### src/rtl/pre_filter_pkg.sv
// Shared types and constants for the pre-filter channel arbiter slice.
package pre_filter_pkg;

   typedef enum logic {IDLE = 1'b0, BURST = 1'b1} state_t;

   localparam int ACC_FLAG_BIT   = 63;
   localparam int HAZE_MSB       = 47;
   localparam int HAZE_LSB       = 32;
   localparam int FIFO_DEPTH_DEF = 128;
   localparam int CREDIT_W       = $clog2(FIFO_DEPTH_DEF) + 1;

endpackage

### src/rtl/pre_filter_chan_arbiter_rr_pick.sv
// Combinational round-robin selector: first requester at or after ptr, wrapping mod CH_NUM.
module rr_pick #(
   parameter int CH_NUM = 4
) (
   input  logic [CH_NUM-1:0] req,
   input  logic [2:0]        ptr,
   output logic [CH_NUM-1:0] grant_oh,
   output logic [2:0]        grant_idx,
   output logic              any
);

   int best_d;
   int best_i;
   int d;

   // Pick the requester with the smallest forward distance from ptr.
   always_comb begin
      best_d = CH_NUM;
      best_i = 0;
      d      = 0;
      for (int i = 0; i < CH_NUM; i++) begin
         if (req[i]) begin
            d = (i - int'(ptr) + CH_NUM) % CH_NUM;
            if (d < best_d) begin
               best_d = d;
               best_i = i;
            end
         end
      end
   end

   always_comb begin
      any       = (best_d < CH_NUM);
      grant_idx = 3'(best_i);
      grant_oh  = '0;
      for (int i = 0; i < CH_NUM; i++) begin
         grant_oh[i] = any && (best_i == i);
      end
   end

endmodule

### src/rtl/pre_filter_chan_arbiter.sv
// Round-robin burst arbiter with credit flow control feeding one shared pre_particle_filter.
module pre_filter_chan_arbiter
   import pre_filter_pkg::*;
#(
   parameter int DATA_WIDTH = 32,
   parameter int CH_NUM     = 4,
   parameter int BURST_LEN  = 16,
   parameter int FIFO_DEPTH = FIFO_DEPTH_DEF
) (
   input  logic                                clk_i,
   input  logic                                rst_n_i,
   input  logic [CH_NUM-1:0]                   ch_en_i,
   input  logic [CH_NUM-1:0]                   ch_vld_i,
   input  logic [CH_NUM*(DATA_WIDTH+32)-1:0]   ch_data_i,
   output logic [CH_NUM-1:0]                   ch_rdy_o,
   output logic                                pre_laser_vld_o,
   output logic [DATA_WIDTH+31:0]              pre_laser_data_o,
   output logic [2:0]                          pre_laser_chan_o,
   input  logic                                pre_filter_vld_i,
   output logic                                arb_busy_o,
   output logic [$clog2(FIFO_DEPTH):0]         credit_o,
   output logic                                credit_err_o
);

   localparam int BW = DATA_WIDTH + 32;
   localparam int CW = $clog2(FIFO_DEPTH) + 1;

   state_t            state, state_nx;
   logic [CH_NUM-1:0] req, pick_oh, gnt_oh;
   logic [2:0]        pick_idx, gnt_idx, rr_ptr;
   logic              pick_any;
   logic [7:0]        beat_cnt;
   logic [CW-1:0]     credit;
   logic              half_tgl, credit_err;
   logic              has_credit, sel_vld, sel_en, accept, last_beat, ret;
   logic              load_grant, burst_end;
   logic [BW-1:0]     sel_data;

   assign req = ch_vld_i & ch_en_i;

   rr_pick #(.CH_NUM(CH_NUM)) u_rr_pick (
      .req       (req),
      .ptr       (rr_ptr),
      .grant_oh  (pick_oh),
      .grant_idx (pick_idx),
      .any       (pick_any)
   );

   always_comb begin
      sel_data = '0;
      for (int i = 0; i < CH_NUM; i++) begin
         if (gnt_oh[i]) sel_data = ch_data_i[i*BW +: BW];
      end
   end

   assign has_credit = (credit != '0);
   assign sel_vld    = |(ch_vld_i & gnt_oh);
   assign sel_en     = |(ch_en_i & gnt_oh);
   assign ch_rdy_o   = (state == BURST && has_credit && sel_en) ? gnt_oh : '0;
   assign accept     = |(ch_rdy_o & ch_vld_i);
   assign last_beat  = accept && (({1'b0, beat_cnt} + 9'd1) == 9'(BURST_LEN));
   // Credits come back per 32-bit word; the filter pulses once per 16-bit word.
   assign ret        = pre_filter_vld_i & half_tgl;

   assign arb_busy_o   = (state == BURST);
   assign credit_o     = credit;
   assign credit_err_o = credit_err;

   always_comb begin
      state_nx   = state;
      load_grant = 1'b0;
      burst_end  = 1'b0;
      case (state)
         IDLE: begin
            if (pick_any && has_credit) begin
               state_nx   = BURST;
               load_grant = 1'b1;
            end
         end
         BURST: begin
            if (last_beat || !sel_vld || !sel_en) begin
               state_nx  = IDLE;
               burst_end = 1'b1;
            end
         end
         default: state_nx = IDLE;
      endcase
   end

   always_ff @(posedge clk_i or negedge rst_n_i) begin
      if (!rst_n_i) begin
         state    <= IDLE;
         gnt_oh   <= '0;
         gnt_idx  <= '0;
         rr_ptr   <= '0;
         beat_cnt <= '0;
      end else begin
         state <= state_nx;
         if (load_grant) begin
            gnt_oh   <= pick_oh;
            gnt_idx  <= pick_idx;
            beat_cnt <= '0;
         end else if (accept) begin
            beat_cnt <= beat_cnt + 8'd1;
         end
         if (burst_end) begin
            rr_ptr <= (gnt_idx == 3'(CH_NUM - 1)) ? 3'd0 : gnt_idx + 3'd1;
         end
      end
   end

   always_ff @(posedge clk_i or negedge rst_n_i) begin
      if (!rst_n_i) begin
         credit     <= CW'(FIFO_DEPTH);
         half_tgl   <= 1'b0;
         credit_err <= 1'b0;
      end else begin
         half_tgl <= half_tgl ^ pre_filter_vld_i;
         case ({accept, ret})
            2'b10:   credit <= credit - CW'(1);
            2'b01: begin
               if (credit == CW'(FIFO_DEPTH)) credit_err <= 1'b1;
               else                           credit     <= credit + CW'(1);
            end
            default: ;
         endcase
      end
   end

   always_ff @(posedge clk_i or negedge rst_n_i) begin
      if (!rst_n_i) begin
         pre_laser_vld_o  <= 1'b0;
         pre_laser_data_o <= '0;
         pre_laser_chan_o <= '0;
      end else begin
         pre_laser_vld_o <= accept;
         if (accept) begin
            pre_laser_data_o <= sel_data;
            pre_laser_chan_o <= gnt_idx;
         end
      end
   end

endmodule
### config.mk
export PLATFORM = sky130hd
export DESIGN_NAME = pre_filter_chan_arbiter
export DESIGN_NICKNAME = d
export VERILOG_FILES = /design/src/rtl/pre_filter_pkg.sv /design/src/rtl/pre_filter_chan_arbiter_rr_pick.sv /design/src/rtl/pre_filter_chan_arbiter.sv
export SDC_FILE = /design/constraint.sdc
export NUM_CORES = 1
export LEC_CHECK = 0
export CAP_MARGIN = 10
export CORE_ASPECT_RATIO = 0.7
export CORE_MARGIN = 4
export CORE_UTILIZATION = 41
export CTS_CLUSTER_SIZE = 14
export DETAILED_ROUTE_END_ITERATION = 16
export HOLD_SLACK_MARGIN = 0.08
export PLACE_DENSITY_LB_ADDON = 0.15
export REMOVE_ABC_BUFFERS = 1
export SYNTH_ARGS = -nofsm -noshare
export SYNTH_HDL_FRONTEND = slang
export SYNTH_HIERARCHICAL = 1
export SYNTH_SLANG_ARGS = --single-unit
### constraint.sdc
create_clock -name clk_i -period 6.2 [get_ports clk_i]
set_input_delay 1.24 -clock clk_i [delete_from_list [all_inputs] [get_ports clk_i]]
set_output_delay 1.24 -clock clk_i [all_outputs]
set_load 0.005 [all_outputs]
Word-level counts from Yosys, hierarchy flattened:

Cells that the tools add are included.

* input bits: 267
* word-level logic and storage cells: 104
* register bits after elaboration: 97
* output and inout bits: 82

* $lt $le $gt $ge: 5
* muxes and demuxes: 30
* $add $sub $neg: 13
* reductions and logical operators: 25
* bitwise operators: 11
* equality and inequality tests: 9

Operators with widths (count)
* 32-bit 2-to-1 mux: 13
* 64-bit 2-to-1 mux: 4
* 32-bit by 4-bit adder with 32-bit output, second input constant: 4
* 3-bit by 32-bit < comparator with 1-bit output: 3
* 32-bit by 3-bit equality test with 1-bit output, second input constant: 2
* 32-bit by 2-bit equality test with 1-bit output, second input constant: 1
* 32-bit logical NOT: 1
* 32-bit by 4-bit < comparator with 1-bit output, second input constant: 1
* 8-bit 2-to-1 mux: 3
* 8-bit by 1-bit adder with 8-bit output, second input constant: 2
* 4-bit bitwise AND: 4
* 8-bit case mux with 2 select lines: 1
* 4-bit OR reduction: 3
* 8-bit by 1-bit adder with 9-bit output, second input constant: 1
* 9-bit by 5-bit equality test with 1-bit output, second input constant: 1
* 8-bit equality test, second input constant: 1
* 1-bit logical AND: 8
* 8-bit nonzero test: 1
* 2-bit OR reduction: 4
* 1-bit by 3-bit subtractor with 4-bit output, first input constant: 2
* 2-bit by 3-bit subtractor with 4-bit output, first input constant: 2
* 8-bit by 1-bit subtractor with 8-bit output, second input constant: 1
* 1-bit 2-to-1 mux: 6
* 1-bit bitwise AND: 5
* other kinds (15): 19

Logic depth before layout (Yosys ltp):

* depth in word-level cells: 21
* mapped depth: 24
* depth with buffers taken out: 22

Modules after synthesis:

The synthesis kept the hierarchy.

By module, submodules not included
* pre_filter_chan_arbiter: instances 1, cells an instance 694, area an instance 6023.3 µm², sequential area each 2428.6 µm²
* rr_pick: instances 1, cells an instance 89, area an instance 649.4 µm², sequential area each 0.0 µm²

Worst setup path after synthesis:

Ideal clock, no wire load.

* path kind: input to register
* start: input ch_vld_i[0]
* end: register gnt_oh[0]
* data required time: 6075 ps
* buffers on the path: 2
* stages on the path: 20
* library setup time: 125 ps
* data arrival time: 5072 ps
* setup slack: 1003 ps
* cells stage by stage: and2_1 > nand2_1 > ha_1 > and4bb_1 > a21boi_1 > and2_4 > buf_6 > a21oi_1 > ha_1 > or3_1 > nor3b_1 > a32oi_1 > buf_6 > mux2_2 > ha_1 > a21o_1 > a311oi_1 > a221o_1 > a21oi_1 > mux2_2

* elaborated cells between the ends (all ways): 23
* classes of those cells: order compare (4); mux (15); bitwise (1); reduce/logical (3)

RTL lines
* start, declared: line pre_filter_chan_arbiter.sv:13 `input logic [CH_NUM-1:0] ch_vld_i,`
* 4-bit bitwise AND *: line pre_filter_chan_arbiter.sv:39 `assign req = ch_vld_i & ch_en_i;`
* 32-bit 2-to-1 mux *: line pre_filter_chan_arbiter_rr_pick.sv:22 `if (req[i]) begin`
* 3-bit by 32-bit < comparator with 1-bit output: line pre_filter_chan_arbiter_rr_pick.sv:24 `if (d < best_d) begin`
* 32-bit 2-to-1 mux: line pre_filter_chan_arbiter_rr_pick.sv:24
* 32-bit 2-to-1 mux: line pre_filter_chan_arbiter_rr_pick.sv:22
* 3-bit by 32-bit < comparator with 1-bit output: line pre_filter_chan_arbiter_rr_pick.sv:24
* 32-bit 2-to-1 mux: line pre_filter_chan_arbiter_rr_pick.sv:24
* 32-bit 2-to-1 mux: line pre_filter_chan_arbiter_rr_pick.sv:22
* 3-bit by 32-bit < comparator with 1-bit output: line pre_filter_chan_arbiter_rr_pick.sv:24
* 32-bit 2-to-1 mux: line pre_filter_chan_arbiter_rr_pick.sv:24
* 32-bit 2-to-1 mux: line pre_filter_chan_arbiter_rr_pick.sv:22
* 32-bit by 4-bit < comparator with 1-bit output or 32-bit logical NOT (tied branches): line pre_filter_chan_arbiter_rr_pick.sv:33, pre_filter_chan_arbiter_rr_pick.sv:37
* 1-bit logical AND *: line pre_filter_chan_arbiter_rr_pick.sv:37 `grant_oh[i] = any && (best_i == i);`
* via pick_oh[0]: line pre_filter_chan_arbiter.sv:29 `logic [CH_NUM-1:0] req, pick_oh, gnt_oh;`
* end signal, assigned: line pre_filter_chan_arbiter.sv:100 `gnt_oh <= pick_oh;`
* end, declared: line pre_filter_chan_arbiter.sv:29

The timed path passes the listed nets; every way through them passes the cells marked *.
A chain may end at the register's enable or synchronous reset.

Final worst setup path:

* start: input ch_vld_i[0]
* end: register gnt_oh[0]

* elaborated cells between the ends (all ways): 23
* classes of those cells: order compare (4); mux (15); bitwise (1); reduce/logical (3)

RTL lines (line)
* 4-bit bitwise AND *: pre_filter_chan_arbiter.sv:39
* via req[0]: pre_filter_chan_arbiter.sv:29
* 32-bit 2-to-1 mux *: pre_filter_chan_arbiter_rr_pick.sv:22
* 3-bit by 32-bit < comparator with 1-bit output: pre_filter_chan_arbiter_rr_pick.sv:24
* 32-bit 2-to-1 mux: pre_filter_chan_arbiter_rr_pick.sv:24
* 32-bit 2-to-1 mux: pre_filter_chan_arbiter_rr_pick.sv:22
* 3-bit by 32-bit < comparator with 1-bit output: pre_filter_chan_arbiter_rr_pick.sv:24
* 32-bit 2-to-1 mux: pre_filter_chan_arbiter_rr_pick.sv:24
* 32-bit 2-to-1 mux: pre_filter_chan_arbiter_rr_pick.sv:22
* 3-bit by 32-bit < comparator with 1-bit output: pre_filter_chan_arbiter_rr_pick.sv:24
* 32-bit 2-to-1 mux: pre_filter_chan_arbiter_rr_pick.sv:24
* 32-bit 2-to-1 mux: pre_filter_chan_arbiter_rr_pick.sv:22
* 32-bit by 4-bit < comparator with 1-bit output or 32-bit logical NOT (tied branches): pre_filter_chan_arbiter_rr_pick.sv:33, pre_filter_chan_arbiter_rr_pick.sv:37
* 1-bit logical AND *: pre_filter_chan_arbiter_rr_pick.sv:37
* via pick_oh[0]: pre_filter_chan_arbiter.sv:29

Marked as above.

==> impl_metrics.py <==
metrics = {
    "layout": {
        "final_cell_mix": "347 x clkdlybuf4s50_1, 93 x dfrtp_1, 89 x nand2_1, 77 x a21oi_1, 69 x nor3_1",
        "nets": 1377,
        "multi_input_area_um2": 3900,
        "drive_above_1_share_pct": 5.50,
        "diodes": 0,
        "seqCellArea_um2": 2440,
        "final_common_cell": "clkdlybuf4s50_1",
        "area_growth_pct": 58.2,
        "n_fill_cell": 1364,
        "stdcell_area_um2": 10600,
    },
    "global_route": {
        "grt_overflow_total": 0,
        "antenna_found_initial": 0,
        "grt_pass1_vias": 6663,
        "grt_max_degree": 113,
        "grtUsageTotal_pct": 24.1,
        "grt_pass1_wl_um": 36000,
    },
    "floorplanning": {
        "ioPinCount": 349,
        "fp.dieW_um": 160,
        "initial_core_util_pct": 42.4,
        "die_height_um": 115,
        "core-area_um2": 15700,
        "die_area_um2": 18400,
        "fp-row-count": 38,
    },
    "sta": {
        "skew_ns": 0.0106,
        "rsz0062_at_grt": "no",
        "worst_pin_slew_ns": 0.987,
        "period_minus_slack_ns": 5.68,
        "hold_violations": 0,
        "finalSetupViolations": 0,
        "max_freq_mhz": 176,
        "slew_headroom_pct": 34.2,
        "tns_ns": 0,
        "finalCritPeriodShare_pct": 91.5,
        "slew_violations": 0,
    },
    "route": {
        "drt-pass1-iter-count": 5,
        "routed_wl_um": 23800,
        "drc": 0,
        "drt-initial-drc-count": 413,
        "ant_nets": 0,
        "vias_per_cell": 5.36,
        "wl_per_cell_um": 18.2,
        "vias": 7018,
    },
    "placed_design": {
        "dp_hpwl_um": 18400,
        "numPortBuffers": 348,
        "placed_area_um2": 10200,
        "gp_congestion": 0.868,
    },
    "worst_setup_path": {
        "ff2ff_setup_slack_ns": 0.84,
        "crit_family": "simple AND/OR/NAND/NOR gates",
        "critPathMostFrequentCell": "ha_1",
        "crit_fanout": 6,
        "critPathBufInv": 1,
        "cp.required_ns": 6.41,
        "cp_cell_sequence": "clkdlybuf4s50_1 -> and2_1 -> nand2_1 -> ha_1 -> and4bb_1 -> a21boi_1 -> and2_4 -> a21oi_1 -> ha_1 -> or3_1 -> nor3b_1 -> a32oi_1 -> mux2_2 -> ha_1 -> a21o_1 -> a311oi_1 -> a221o_1 -> a21oi_1 -> mux2_2",
        "critical_path_class": "in2reg",
        "cp-start-kind": "input pin",
        "cp.arrival_ns": 5.89,
        "endpoint_kind": "flop",
        "critPathSlowestCell": "clkdlybuf4s50_1",
        "cpPeakStageDelay_ns": 0.48,
    },
    "cts": {
        "ctsRootBufferMaster": "clkbuf_16",
        "cts_tree": "yes",
        "htreeDepth": 3,
        "cts-resized-gates": 0,
        "clock_sinks": 97,
        "clk_pin_slew_worst_paths_ns": 0.06,
        "hold_buffers": 0,
        "cts_buffers": 9,
        "cts_buffer_depth": 2,
        "cts_setup_buffers": 0,
        "clock_latency_ns": 0.34,
    },
    "run": {
        "drv_cap": 0,
    },
    "synthesis": {
        "synth_seq_cells": 97,
        "synth_cell_type_count": 72,
        "yosys_most_used_dff": "dfrtp_1",
        "netlist_instances": 783,
        "yosysWarnings": 6,
        "avgSynthCellArea_um2": 8.52,
        "synth_area_um2": 6670,
        "synth-edff-count": 0,
        "seq_area_frac_synth_pct": 36.4,
        "synthArstFlopShare_pct": 100,
    },
    "power_and_ir_drop": {
        "ir_worst_vdd_uv": 179,
        "total_leakage_power_nw": 4.21,
        "powerDensity_nw_per_um2": 414,
    },
    "hold_path": {
        "hold_path_class": "reg2reg",
    },
    "run_status": {
        "status": "finished, final reports clean",
    },
}
## worst reg2reg max path: stages, from the launching register on
cell and delay, ns:
dfrtp_1 0.56, inv_1 0.18, ha_1 0.24, mux2_2 0.31, nor2_1 0.10, nand2_1 0.12
ha_1 0.34, and4bb_1 0.24, a21boi_1 0.25, and2_4 0.22, a21oi_1 0.11, ha_1 0.20
or3_1 0.32, nor3b_1 0.20, a32oi_1 0.15, mux2_2 0.31, ha_1 0.32, a21o_1 0.21
a311oi_1 0.31, a221o_1 0.24, a21oi_1 0.07, mux2_2 0.26
## area by class of cell
cell class	instances	share of cell area (%)
timing repair buffer	356	33.5
multi-input combinational	604	36.9
clock inverter	4	0.699
inverter	17	0.605
clock buffer	12	2.52
sequential	97	23.1
tap	220	2.61
## layer usage
layer  track usage (%)  up-vias  wire length, um
met5                 0        -                0
li1                  -     3489                -
met3              6.59       34             1850
met1              30.3     3225             9920
met4              6.53        0              573
met2              41.4      270            11500
## per-stage QoR
stage | instances | util, % | setup slack [ns] | total power, mW | hold WS [ns]
after CTS | 1310 | 67.1 | 0.585 | 4.40 | 0.476
after global routing | 1310 | 67.1 | 0.234 | 4.73 | 0.495
after global placement | 1294 | 64.9 | 0.314 | 3.73 | 0.454
after floorplan | 718 | - | 0.340 | 2.61 | 0.443
after detailed placement | 1294 | 64.9 | 0.243 | 3.76 | 0.461
final | 1310 | 67.1 | 0.524 | 4.37 | 0.476
## synthesized netlist by cell type (2+ instances only)
| master | n | area (um2) |
|---|---|---|
| dfrtp_1 | 96 | 2400 |
| nand2_1 | 89 | 334 |
| a21oi_1 | 77 | 385 |
| nor3_1 | 69 | 345 |
| nor2b_1 | 68 | 425 |
| a221oi_1 | 64 | 561 |
| o21ai_0 | 54 | 270 |
| clkbuf_1 | 45 | 169 |
| o21ai_1 | 28 | 140 |
| ha_1 | 24 | 300 |
| inv_1 | 16 | 60.1 |
| nor2_1 | 10 | 37.5 |
| and2_1 | 9 | 56.3 |
| mux2_2 | 9 | 101 |
| nand3_1 | 9 | 45.0 |
| buf_2 | 8 | 40.0 |
| mux2_4 | 6 | 90.1 |
| xnor2_1 | 6 | 52.6 |
| buf_1 | 5 | 18.8 |
| a21o_1 | 4 | 30.0 |
| a22oi_1 | 4 | 30.0 |
| buf_6 | 4 | 45.0 |
| nand2b_1 | 4 | 25.0 |
| a22o_1 | 3 | 26.3 |
| a31oi_1 | 3 | 18.8 |
| a32oi_1 | 3 | 26.3 |
| buf_4 | 3 | 22.5 |
| nand3b_1 | 3 | 22.5 |
| or3_1 | 3 | 18.8 |
| xor2_1 | 3 | 26.3 |
| a211oi_1 | 2 | 15.0 |
| a221o_1 | 2 | 20.0 |
| a31o_2 | 2 | 17.5 |
| mux2i_1 | 2 | 20.0 |
| nand4_1 | 2 | 12.5 |
| nor3b_1 | 2 | 15.0 |
| nor4_1 | 2 | 12.5 |
| o211ai_1 | 2 | 15.0 |
| o21a_1 | 2 | 15.0 |
| o41ai_1 | 2 | 17.5 |
| or4_4 | 2 | 22.5 |
| or4b_1 | 2 | 20.0 |
## power by group
group	internal, mW	switching [mW]	total, mW	leakage [nW]
sequential	0.916	0.244	1.16	1.26
combinational	1.35	1.25	2.60	2.78
clock	0.387	0.232	0.619	0.169
total	2.65	1.72	4.37	4.21
## registers in the layout, summed over array words and instances (netlist names)
name / cells
pre_laser_data_o: 64
beat_cnt: 8
credit_o: 8
gnt_oh: 4
gnt_idx: 3
pre_laser_chan_o: 3
rr_ptr: 3
arb_busy_o: 1
credit_err_o: 1
half_tgl: 1
pre_laser_vld_o: 1
## final timing paths
kind / startpoint / end / depth (start not counted)
max: ch_vld_i[0] / gnt_oh[0] / 19
min: half_tgl / half_tgl / 1
max reg2reg: rr_ptr[0] / gnt_oh[0] / 21
min reg2reg: half_tgl / half_tgl / 1
max in group asynchronous: rst_n_i / pre_laser_data_o[0] / 2
min in group asynchronous: rst_n_i / pre_laser_data_o[2] / 1
## logic make-up (layout without fill, tap and decap cells)
kind of cell,Yosys count,count (layout),synth area share [%]
adders and majority gates,25,25,4.80
and+or+nand+nor,285,285,22.6
AOI/OAI and AO/OA,267,267,26.4
DFF,97,97,36.4
xor gates and xnor gates,9,9,1.18
muxes,17,17,3.17
other,1,1,0.0562
buffers and inverters,82,389,5.38
No activity file was read; power rests on OpenSTA's default activity.
